[src/rtl/alu_pkg.sv]
// Shared ALU definitions: function-code encodings for the shift group
// plus the data and shift-amount widths.
package alu_pkg;

  localparam int WIDTH   = 32;
  localparam int SHAMT_W = 5;

  typedef enum logic [1:0] {
    ALU_SLL  = 2'b00,
    ALU_SRL  = 2'b01,
    ALU_RSVD = 2'b10,
    ALU_SRA  = 2'b11
  } alu_shift_op_e;

  localparam logic [1:0] ALU_GRP_SHIFT = 2'b10;

  // Mirror a data word so that a left shift can reuse the right-shift stages.
  function automatic logic [WIDTH-1:0] bit_reverse(input logic [WIDTH-1:0] v);
    logic [WIDTH-1:0] r;
    r = {WIDTH{1'b0}};
    for (int i = 0; i < WIDTH; i++) begin
      r[i] = v[WIDTH-1-i];
    end
    return r;
  endfunction

endpackage

[src/rtl/alu_shift_barrel.sv]
// Combinational 5-stage logarithmic shifter (16,8,4,2,1). Left shifts are
// handled by mirroring the operand around a shared right-shift network.
module alu_shift_barrel
  import alu_pkg::*;
(
  input  logic [WIDTH-1:0]   b,
  input  logic [SHAMT_W-1:0] sh,
  input  logic [1:0]         op,
  output logic [WIDTH-1:0]   y
);

  logic             left_s;
  logic             fill_s;
  logic             valid_s;
  logic [WIDTH-1:0] pre_s;
  logic [WIDTH-1:0] stg_s [0:SHAMT_W];

  // Decode direction, fill bit and whether the code is a defined shift.
  always_comb begin
    left_s  = 1'b0;
    fill_s  = 1'b0;
    valid_s = 1'b1;
    case (op)
      ALU_SLL: left_s = 1'b1;
      ALU_SRL: fill_s = 1'b0;
      ALU_SRA: fill_s = b[WIDTH-1];
      default: valid_s = 1'b0;
    endcase
  end

  always_comb begin
    if (left_s) begin
      pre_s = bit_reverse(b);
    end else begin
      pre_s = b;
    end
  end

  assign stg_s[0] = pre_s;

  for (genvar i = 0; i < SHAMT_W; i++) begin : g_stage
    localparam int AMT = 16 >> i;
    assign stg_s[i+1] = sh[SHAMT_W-1-i]
                        ? {{AMT{fill_s}}, stg_s[i][WIDTH-1:AMT]}
                        : stg_s[i];
  end

  // Undo the mirroring for left shifts; reserved code yields zero.
  always_comb begin
    if (!valid_s) begin
      y = {WIDTH{1'b0}};
    end else if (left_s) begin
      y = bit_reverse(stg_s[SHAMT_W]);
    end else begin
      y = stg_s[SHAMT_W];
    end
  end

endmodule

[src/rtl/alu_shift.sv]
// Shift sub-unit of the MIPS ALU: SLL/SRL/SRA of B by A[4:0], selected by
// ALUFun[1:0], with a single registered output stage.
module alu_shift
  import alu_pkg::*;
(
  input  logic              clk,
  input  logic              reset,
  input  logic [WIDTH-1:0]  A,
  input  logic [WIDTH-1:0]  B,
  input  logic [5:0]        ALUFun,
  output logic [WIDTH-1:0]  S
);

  logic [WIDTH-1:0] shift_y;
  logic [WIDTH-1:0] s_d;
  logic [WIDTH-1:0] s_q;

  // Upper amount bits and the group/function prefix are decoded elsewhere.
  logic unused_s;
  assign unused_s = ^{A[WIDTH-1:SHAMT_W], ALUFun[5:2]};

  alu_shift_barrel u_barrel (
    .b  (B),
    .sh (A[SHAMT_W-1:0]),
    .op (ALUFun[1:0]),
    .y  (shift_y)
  );

  always_comb begin
    s_d = shift_y;
  end

  always_ff @(posedge clk or posedge reset) begin
    if (reset) begin
      s_q <= {WIDTH{1'b0}};
    end else begin
      s_q <= s_d;
    end
  end

  assign S = s_q;

endmodule

[config.mk]
export PLATFORM = sky130hd
export DESIGN_NAME = alu_shift
export DESIGN_NICKNAME = d
export VERILOG_FILES = /design/src/rtl/alu_pkg.sv /design/src/rtl/alu_shift_barrel.sv /design/src/rtl/alu_shift.sv
export SDC_FILE = /design/constraint.sdc
export NUM_CORES = 1
export LEC_CHECK = 0
export CAP_MARGIN = 10
export CORE_MARGIN = 2
export CORE_UTILIZATION = 40
export DETAILED_ROUTE_END_ITERATION = 6
export PLACE_DENSITY = 0.67
export SYNTH_ARGS = -nofsm -noshare
export SYNTH_HDL_FRONTEND = slang
export SYNTH_SLANG_ARGS = --single-unit
export TNS_END_PERCENT = 10
[constraint.sdc]
create_clock -name clk -period 1.4 [get_ports clk]
set_clock_uncertainty 0.2 [all_clocks]
set_input_delay 0.21 -clock clk [delete_from_list [all_inputs] [get_ports clk]]
set_output_delay 0.21 -clock clk [all_outputs]
set_load 0.005 [all_outputs]
==> results.py <==
metrics = {
    "timing": {
        "max_freq_mhz": 405,
        "rsz0062_at_grt": "true",
        "period_needed_ns": 2.47,
        "holdWs_ns": 0.0562,
        "worst_slack_ns": -1.07,
        "drv_slew": 0,
        "fin_crit_sh": 1.76,
        "max-slew-margin-rel": 0.587,
        "hold_viol_final": 0,
        "finalSetupViolCount": 32,
        "setup_tns_ns": -29.84,
        "worst_slew_pin_slew_ns": 0.614,
    },
    "setup_path": {
        "cp.arrival_ns": 2.46,
        "endpoint": "S[0]",
        "cp_max_fo": 5,
        "start_kind": "input pin",
        "required_ns": 1.39,
        "crit_path_end_kind": "flop",
        "worstSetupPathType": "input pin to flop",
        "critPathLaunch": "B[2]",
    },
    "synthesis": {
        "synthCells": 485,
        "netlist_area_um2": 4100,
        "syn_area_per_cell_um2": 8.46,
        "synth_nets": 557,
        "synth_warnings": 0,
        "synth_edf_count": 0,
        "ys_seq_elements": 32,
        "ys.flop_type": "dfrtp_1",
        "yosysUniqueCellTypes": 60,
        "ys_seq_area_frac": 0.195,
        "async_flop_share": 1.00,
    },
    "cells_and_area": {
        "postLayoutCoreUtil": 0.688,
        "diodes": 0,
        "layout.nets": 775,
        "drive_gt1_frac": 0.420,
        "syn_to_final_growth_pct": 65.5,
        "finalNonFillerCells": 837,
        "largest_reg_flops": 32,
        "final_design_area_no_fill_um2": 6790,
    },
    "routing": {
        "vias": 5454,
        "drc": 0,
        "ant_nets": 0,
        "drtPass1Iterations": 5,
        "wl_per_cell_um": 22.3,
        "vias_per_cell": 6.52,
        "drt_iter0_markers": 422,
        "routed_wl_um": 18700,
        "dr_wl_met2_um": 8870,
        "dr_wl_met3_um": 1630,
        "met1Wirelength_um": 7040,
        "dr.max_layer_used": "met4",
    },
    "status": {
        "status": "complete, but fails checks",
        "violations": "negative setup slack",
    },
    "pwr": {
        "leakage_nw": 2.96,
        "finalPower_mw": 4.49,
        "comb_power_share": 0.568,
        "irDropWorstVdd_mv": 0.390,
        "sequentialPowerShare": 0.238,
        "clockPowerShare": 0.195,
        "power.density_nw_per_um2": 662,
        "cellInternalPower_mw": 2.85,
        "switching_power_mw": 1.65,
        "p_sw_frac": 0.366,
    },
    "floorplanning": {
        "core-area_um2": 9860,
        "dieArea_um2": 11100,
        "ioPinCount": 104,
        "start_util": 0.416,
        "rows": 36,
        "die_h_um": 105,
        "die_width_um": 105,
    },
    "worst_hold_path": {
        "hold_class": "input pin to async pin",
    },
    "place": {
        "place_ws_ns": -1.82,
        "dpl_cell_area_um2": 6170,
        "hpwl_um": 14800,
        "port_buffers": 72,
        "gp_congestion": 1.04,
        "dp.cells": 813,
    },
    "clock_network": {
        "h-tree-depth": 2,
        "ctsHoldBuffers": 0,
        "clock_path_buffers": 2,
        "cts_sinks": 32,
        "cts_tree": "yes",
        "clk_transition_reported_paths_ns": 0.07,
        "cts-root-buf": "clkbuf_8",
        "cts_buffers": 5,
    },
    "grt": {
        "gr-total-overflow": 0,
        "grt_pass1_wl_um": 29400,
        "grt_max_degree": 33,
        "antenna_found_initial": 0,
        "grt_pass1_vias": 5458,
        "grtUsageTotal": 0.337,
    },
    "flow_run": {
        "maxCapViolCount": 0,
    },
}
-- synth_stat cells (7+ instances only) --
master,n,share of area
nand2_1,42,0.038
clkbuf_1,36,0.033
dfrtp_1,32,0.20
nand3b_1,29,0.053
nor2_1,29,0.027
mux4_2,28,0.15
o22ai_1,28,0.043
a22oi_1,18,0.033
nand4_1,18,0.027
a21oi_1,17,0.021
or4b_1,16,0.039
nand3_1,14,0.017
o21ai_0,14,0.017
nor3_1,13,0.016
mux2i_1,12,0.029
o211ai_1,11,0.020
a211oi_1,8,0.015
a22o_1,8,0.017
buf_2,8,0.0098
o32ai_1,8,0.017
inv_1,7,0.0064
-- routing by layer --
layer,GRT usage,up-vias
met1,0.422,2590
met3,0.0383,90
met4,0.180,0
met5,0,-
li1,-,2411
met2,0.567,363
-- cells in the final DEF (no fill, tap or decap), drive strengths merged, types with 4 or more instances in the layout --
master | netlist | layout
a22oi | 18 | 18
nor2 | 29 | 29
o22ai | 28 | 28
dlygate4sd2 | 0 | 44
clkbuf | 36 | 6
a211oi | 9 | 9
nand4 | 19 | 19
dlymetal6s2s | 0 | 8
buf | 16 | 194
inv | 8 | 8
o221ai | 6 | 6
mux4 | 28 | 28
nor3 | 13 | 13
o32ai | 8 | 8
or4b | 16 | 16
mux2i | 12 | 12
nand3b | 29 | 29
dfrtp | 32 | 32
o31ai | 6 | 6
nand3 | 14 | 14
a21oi | 17 | 17
or2 | 5 | 5
clkdlybuf4s50 | 0 | 17
o21ai | 16 | 16
a22o | 8 | 8
o311ai | 4 | 4
o211ai | 11 | 11
nor4 | 5 | 5
o2bb2ai | 6 | 6
mux2 | 7 | 7
nand2 | 42 | 42
-- how the worst min path moves through the flow --
stage	start	to	slack, ns	depth (start not counted)
2_1_floorplan	reset	S[0]	0.13	1
3_3_place_gp	reset	S[16]	0.37	3
3_5_place_dp	reset	S[16]	0.36	3
4_1_cts	reset	S[16]	0.07	3
5_1_grt	reset	S[12]	0.08	3
6_report	reset	S[16]	0.06	3
-- critical path, cell delays in order --
cell             delay [ns]
clkdlybuf4s50_1        0.46
mux4_2                 0.59
buf_6                  0.16
mux4_2                 0.45
or2_4                  0.27
o311ai_4               0.09
a2bb2o_4               0.23
-- power groups by stage --
| stage | Clock, mW | Sequential (mW) | Combinational [mW] |
|---|---|---|---|
| 6_report | 0.875 | 1.07 | 2.55 |
| 5_1_grt | 0.932 | 1.08 | 2.70 |
| 4_1_cts | 0.875 | 1.07 | 2.39 |
| 3_5_place_dp | 0 | 1.09 | 2.33 |
| 3_3_place_gp | 0 | 1.09 | 2.30 |
| 2_1_floorplan | 0 | 1.11 | 1.07 |
-- area by class of cell --
class	instances	area, um^2
Inverter	8	30.0
Multi-Input combinational cell	393	3390
Clock buffer	6	72.6
Fill cell	794	3070
Timing Repair Buffer	263	2300
Clock inverter	2	35.0
Tap cell	133	166
Sequential cell	32	801
-- cells by family after synthesis --
kind of cell           after synthesis  synth area share
and+or+nand+nor                    185             0.258
muxes                               47             0.202
DFF                                 32             0.195
AOI/OAI and AO/OA                  161             0.284
buffers and inverters               60            0.0610
-- what timing repair did --
item	4_1_cts	5_1_grt
pin swaps	29	28
gates cloned	1	0
setup endpoints to repair	64	32
buffers inserted	13	2
resized for setup	101	51
(Power assumes the default switching activity.)
